===== config.mk =====
export PLATFORM = sky130hd
export DESIGN_NAME = rx_line_buffer
export DESIGN_NICKNAME = d
export VERILOG_FILES = /design/src/rtl/lab5_pkg.sv /design/src/rtl/rx_line_buffer_byte_fifo.sv /design/src/rtl/rx_line_buffer.sv
export SDC_FILE = /design/constraint.sdc
export NUM_CORES = 1
export LEC_CHECK = 0
export ABC_CLOCK_PERIOD_IN_PS = 7900
export BUFFER_PORTS_ARGS = -buffer_cell sky130_fd_sc_hd__buf_4
export CAP_MARGIN = 0
export CORE_MARGIN = 10
export CORE_UTILIZATION = 45
export DETAILED_ROUTE_END_ITERATION = 7
export GPL_TIMING_DRIVEN = 0
export PLACE_DENSITY = 0.59
export SLEW_MARGIN = 20
export SYNTH_ARGS = -nofsm -noshare
export SYNTH_HDL_FRONTEND = slang
export SYNTH_SLANG_ARGS = --single-unit

===== constraint.sdc =====
create_clock -name clk -period 7.9 [get_ports clk]
set_input_delay 0.79 -clock clk [delete_from_list [all_inputs] [get_ports clk]]
set_output_delay 0.79 -clock clk [all_outputs]
set_load 0.02 [all_outputs]

===== src/rtl/lab5_pkg.sv =====
// Shared ASCII constants and the lower-to-upper case helper for the UART line path.
package lab5_pkg;

    localparam logic [7:0] CHAR_CR     = 8'h0D;
    localparam logic [7:0] CHAR_LC_A   = 8'h61;
    localparam logic [7:0] CHAR_LC_Z   = 8'h7A;
    localparam logic [7:0] CASE_OFFSET = 8'h20;

    function automatic logic [7:0] to_upper(input logic [7:0] b);
        if ((b >= CHAR_LC_A) && (b <= CHAR_LC_Z)) begin
            return b - CASE_OFFSET;
        end else begin
            return b;
        end
    endfunction

endpackage


===== src/rtl/rx_line_buffer_byte_fifo.sv =====
// byte_fifo: first-word-fall-through byte storage with registered count/empty/full.
module byte_fifo #(
    parameter  int DEPTH = 16,
    localparam int AW    = $clog2(DEPTH),
    localparam int CW    = AW + 1
) (
    input  logic          clk,
    input  logic          reset,
    input  logic          wr_en,
    input  logic [7:0]    wr_data,
    input  logic          rd_en,
    output logic [7:0]    rd_data,
    output logic          wr_ok,
    output logic          rd_ok,
    output logic          empty,
    output logic          full,
    output logic [CW-1:0] count
);

    logic [7:0]    mem_r [DEPTH];
    logic [AW-1:0] wr_ptr_r;
    logic [AW-1:0] rd_ptr_r;
    logic [CW-1:0] count_r;
    logic          empty_r;
    logic          full_r;
    logic          push_s;
    logic          pop_s;
    logic [CW-1:0] count_next_s;

    // Qualify requests against the flags and compute the next occupancy
    always_comb begin
        push_s       = wr_en && !full_r;
        pop_s        = rd_en && !empty_r;
        count_next_s = count_r;
        if (push_s && !pop_s) begin
            count_next_s = count_r + CW'(1);
        end else if (pop_s && !push_s) begin
            count_next_s = count_r - CW'(1);
        end else begin
            count_next_s = count_r;
        end
    end

    // Storage array; contents survive reset, only the pointers are cleared
    always_ff @(posedge clk) begin
        if (push_s && !reset) begin
            mem_r[wr_ptr_r] <= wr_data;
        end
    end

    // Pointers wrap naturally because DEPTH is a power of two
    always_ff @(posedge clk) begin
        if (reset) begin
            wr_ptr_r <= '0;
            rd_ptr_r <= '0;
            count_r  <= '0;
            empty_r  <= 1'b1;
            full_r   <= 1'b0;
        end else begin
            if (push_s) begin
                wr_ptr_r <= wr_ptr_r + AW'(1);
            end
            if (pop_s) begin
                rd_ptr_r <= rd_ptr_r + AW'(1);
            end
            count_r <= count_next_s;
            empty_r <= (count_next_s == CW'(0));
            full_r  <= (count_next_s == CW'(DEPTH));
        end
    end

    assign rd_data = mem_r[rd_ptr_r];
    assign wr_ok   = push_s;
    assign rd_ok   = pop_s;
    assign empty   = empty_r;
    assign full    = full_r;
    assign count   = count_r;

endmodule


===== src/rtl/rx_line_buffer.sv =====
// UART receive line buffer: case conversion, CR line counting and sticky overflow around byte_fifo.
// Optional upper-case conversion is enabled by defining RX_UPCASE_EN.
module rx_line_buffer
    import lab5_pkg::*;
#(
    parameter  int DEPTH = 16,
    localparam int CW    = $clog2(DEPTH) + 1
) (
    input  logic          clk,
    input  logic          reset,
    input  logic          received,
    input  logic [7:0]    rx_byte,
    input  logic          recv_error,
    input  logic          rd_en,
    output logic [7:0]    rd_data,
    output logic          empty,
    output logic          full,
    output logic [CW-1:0] count,
    output logic          line_ready,
    output logic          overflow
);

    logic [7:0]    wr_byte_s;
    logic          wr_req_s;
    logic          wr_ok_s;
    logic          rd_ok_s;
    logic [CW-1:0] lines_r;
    logic [CW-1:0] lines_next_s;
    logic          line_ready_r;
    logic          overflow_r;

`ifdef RX_UPCASE_EN
    assign wr_byte_s = to_upper(rx_byte);
`else
    assign wr_byte_s = rx_byte;
`endif

    assign wr_req_s = received && !recv_error;

    byte_fifo #(.DEPTH(DEPTH)) u_fifo (
        .clk     (clk),
        .reset   (reset),
        .wr_en   (wr_req_s),
        .wr_data (wr_byte_s),
        .rd_en   (rd_en),
        .rd_data (rd_data),
        .wr_ok   (wr_ok_s),
        .rd_ok   (rd_ok_s),
        .empty   (empty),
        .full    (full),
        .count   (count)
    );

    // A CR written and a CR popped in the same cycle cancel out
    always_comb begin
        lines_next_s = lines_r;
        if ((wr_ok_s && (wr_byte_s == CHAR_CR)) && !(rd_ok_s && (rd_data == CHAR_CR))) begin
            lines_next_s = lines_r + CW'(1);
        end else if (!(wr_ok_s && (wr_byte_s == CHAR_CR)) && (rd_ok_s && (rd_data == CHAR_CR))) begin
            lines_next_s = lines_r - CW'(1);
        end else begin
            lines_next_s = lines_r;
        end
    end

    // Line counter, line_ready flag and sticky overflow
    always_ff @(posedge clk) begin
        if (reset) begin
            lines_r      <= '0;
            line_ready_r <= 1'b0;
            overflow_r   <= 1'b0;
        end else begin
            lines_r      <= lines_next_s;
            line_ready_r <= (lines_next_s != CW'(0));
            overflow_r   <= overflow_r || (wr_req_s && full);
        end
    end

    assign line_ready = line_ready_r;
    assign overflow   = overflow_r;

endmodule


==> reports/metrics.yaml <==
status:
  outcome: "finished clean"
min_path:
  hold_end: "overflow"
  hold_depth: 2
  hp-class: "flop to flop"
  hp-start: "overflow"
sta:
  setup_viol: 0
  setup_tns_ns: 0
  drv_slew: 0
  worst_hold_slack_ns: 0.489
  tightestPinTransition_ns: 0.957
  max_slew_margin_pct: 36.0
  clock.fmax_ghz: 0.302
  finalCriticalPeriod_ns: 3.31
  hold_viol_final: 0
  clock_skew_ns: 0.0112
  grt_setup_unrepaired: "false"
  fin_crit_sh_pct: 41.9
synthesis:
  async_reset_ff_share_pct: 0
  yosysSeqAreaShare_pct: 68.2
  synthSimpleGateAreaFrac_pct: 9.40
  synth_cells: 388
  ys_warn_count: 0
  synth_compound_area_share_pct: 3.60
  syn-num-nets: 410
  yosysMostFrequentCell: "edfxtp_1"
  syn_avg_cell_area_sq_um: 16.5
  synthMuxAreaShare_pct: 12.7
  synth_commonest_cells: "edfxtp_1, dfxtp_1, mux4_2, nand2_1, nor2_1"
  synth_top_family_by_area: "multiplexers"
  synthFlopType: "edfxtp_1"
  synth.area.top_cells: "edfxtp_1, mux4_2, dfxtp_1, mux2i_1, ha_1"
  synth_top_area_share_pct: 60.0
  ys_seq_elements: 154
  yosys.area.top_type: "edfxtp_1"
  synth_xor_area_share_pct: 2.13
  synth_cell_types: 52
  synth_edf_count: 128
  synthAdderAreaFrac_pct: 1.92
  syn_area_sq_um: 6400
layout:
  antenna_cells: 0
  nets: 457
  syn_to_final_growth_pct: 16.2
  drive_gt1_share_pct: 21.9
  fillers: 1103
power_and_ir_drop:
  pwr-share-clk_pct: 39.8
  p_int_w: 0.00157
  switching_share_pct: 24.5
  peakVddDrop_mv: 0.196
  p_total_w: 0.00208
  power_frac_comb_pct: 16.2
  cellPowerDensity_nw_per_um2: 280
  sequentialPowerShare_pct: 44.1
  p_sw_w: 0.000511
  leakage_nw: 2.50
critical_path:
  arrival_ns: 2.52
  reg2reg_to: "line_ready"
  worstPathRequired_ns: 7.11
  end_kind: "output pin"
  crit_path_max_fanout: 10
  r2r_slack_ns: 4.65
  worstSetupPathType: "flop to output pin"
  critPathLaunchType: "flop"
  r2r_cells: 10
global_routing:
  first_global_vias: 3584
  antenna_found_initial: 0
  grt_pass1_wl_um: 21400
  grt_usage_pct: 14.6
  grt_overflow_total: 0
  grt_max_degree: 18
cts:
  clockRootBuffer: "clkbuf_16"
  cts_tree: "done"
  numCtsBuffers: 17
  ctsResizeCount: 0
  clk_path_buf_depth: 2
  path_clk_slew_ns: 0.06
  postCtsSetupBuffers: 0
  clock_sinks: 154
  clkLatencyLatePin_ns: 0.42
  ctsHoldBuffers: 0
  cts_max_level: 4
die:
  core-area_sq_um: 13900
  start_util_pct: 45.9
  fp.dieH_um: 139
  ios: 30
  die_w_um: 139
  rows: 43
  dieArea_sq_um: 19400
routing:
  drc: 0
  via_per_inst: 5.68
  first_pass_iters: 4
  wire_per_inst_um: 22.1
  num_vias: 3569
  drtIter0Drc: 258
  drt-total-wl_um: 13900
  drtAntennaViolNets: 0
place:
  gp_congestion: 0.843
  io_buffers: 28
  dp_hpwl_um: 9400
run:
  maxCapViolCount: 0
==> cells by family (layout without fill, tap and decap cells) <==
group                      count (synthesis)  in the layout
adders and majority gates                 10             10
DFF                                      154            154
AOI/OAI and AO/OA                         31             31
buffers and inverters                     25             85
xor gates and xnor gates                  13             13
and+or+nand+nor                          110            110
muxes                                     45             45
==> per-layer routing <==
layer	global-route usage (%)	vias to the layer above	wire (um)
met3	4.22	14	748
li1	-	1620	-
met4	6.04	0	207
met5	0	-	0
met1	18.6	1835	6130
met2	22.7	100	6800
==> stage by stage <==
step	utilization, %	std cells	cell area (sq um)	setup WS (ns)
finish	53.4	628	7440	4.59
global route	53.4	628	7440	4.47
floorplan	-	388	6400	5.21
global placement	49.1	596	6840	4.48
detailed placement	49.1	596	6840	4.49
CTS	53.4	628	7430	4.55
==> cells in the final DEF, fill, tap and decap left out, types with 2 or more instances in the layout <==
cell          n
clkbuf_16    17
clkinv_2      2
inv_1        10
o21bai_1      3
buf_6         2
xnor2_1       5
mux4_1        3
clkbuf_1     11
nor2_1       24
and3_1       11
xor2_1        5
mux4_2       25
nand2_1      25
nor2b_1       6
and2_1        7
bufinv_16     4
clkinvlp_4    2
buf_2         3
nor4_4        2
nor3_1        7
edfxtp_1    128
buf_4        29
mux2i_1      16
nand4_1       7
nand3_1       7
a21oi_1       6
a221oi_1      4
xnor2_2       3
o21ai_0       3
clkinv_1      2
nor4_1        2
a41oi_1       3
a211oi_1      2
a22oi_1       5
dfxtp_1      26
ha_1          9
==> state kept, by name (all words and copies together) (netlist names), named ones only <==
name             count
u_fifo.rd_ptr_r      4
u_fifo.full          1
u_fifo.count         5
overflow             1
line_ready           1
lines_r              5
u_fifo.wr_ptr_r      4
u_fifo.mem_r       128
u_fifo.empty         1
==> worst max path at each step <==
stage                                to  slack (ns)  cells past startpoint
floorplan                    line_ready        5.21                     10
global placement    u_fifo.mem_r[13][4]        4.48                      5
detailed placement  u_fifo.mem_r[13][4]        4.49                      5
CTS                          rd_data[1]        4.55                      7
global route                 rd_data[1]        4.47                      7
finish                       rd_data[1]        4.59                      7
==> power by group through the flow <==
stage               clock network (W)  logic [W]  registers, W
CTS                          0.000843   0.000343      0.000918
detailed placement                  0   0.000342      0.000935
global route                 0.000880   0.000366      0.000922
global placement                    0   0.000338      0.000934
floorplan                           0   0.000219      0.000946
finish                       0.000829   0.000337      0.000919
==> final cells by class <==
class / count / area, sq um / share of cell area (%)
Multi-Input combinational cell: 209 / 1910 / 25.7
Clock inverter: 10 / 153 / 2.05
Inverter: 10 / 37.5 / 0.505
Sequential cell: 154 / 4360 / 58.7
Timing Repair Buffer: 28 / 210 / 2.83
Buffer: 15 / 96.3 / 1.29
Clock buffer: 22 / 444 / 5.97
Tap cell: 180 / 225 / 3.03
==> critical path, cell delays in order, from the launching register on <==
cell	delay, ns
dfxtp_1	0.30
buf_2	0.27
buf_2	0.40
mux4_2	0.37
a22oi_1	0.26
and3_1	0.28
inv_1	0.06
buf_4	0.15
(Power assumes the default switching activity.)
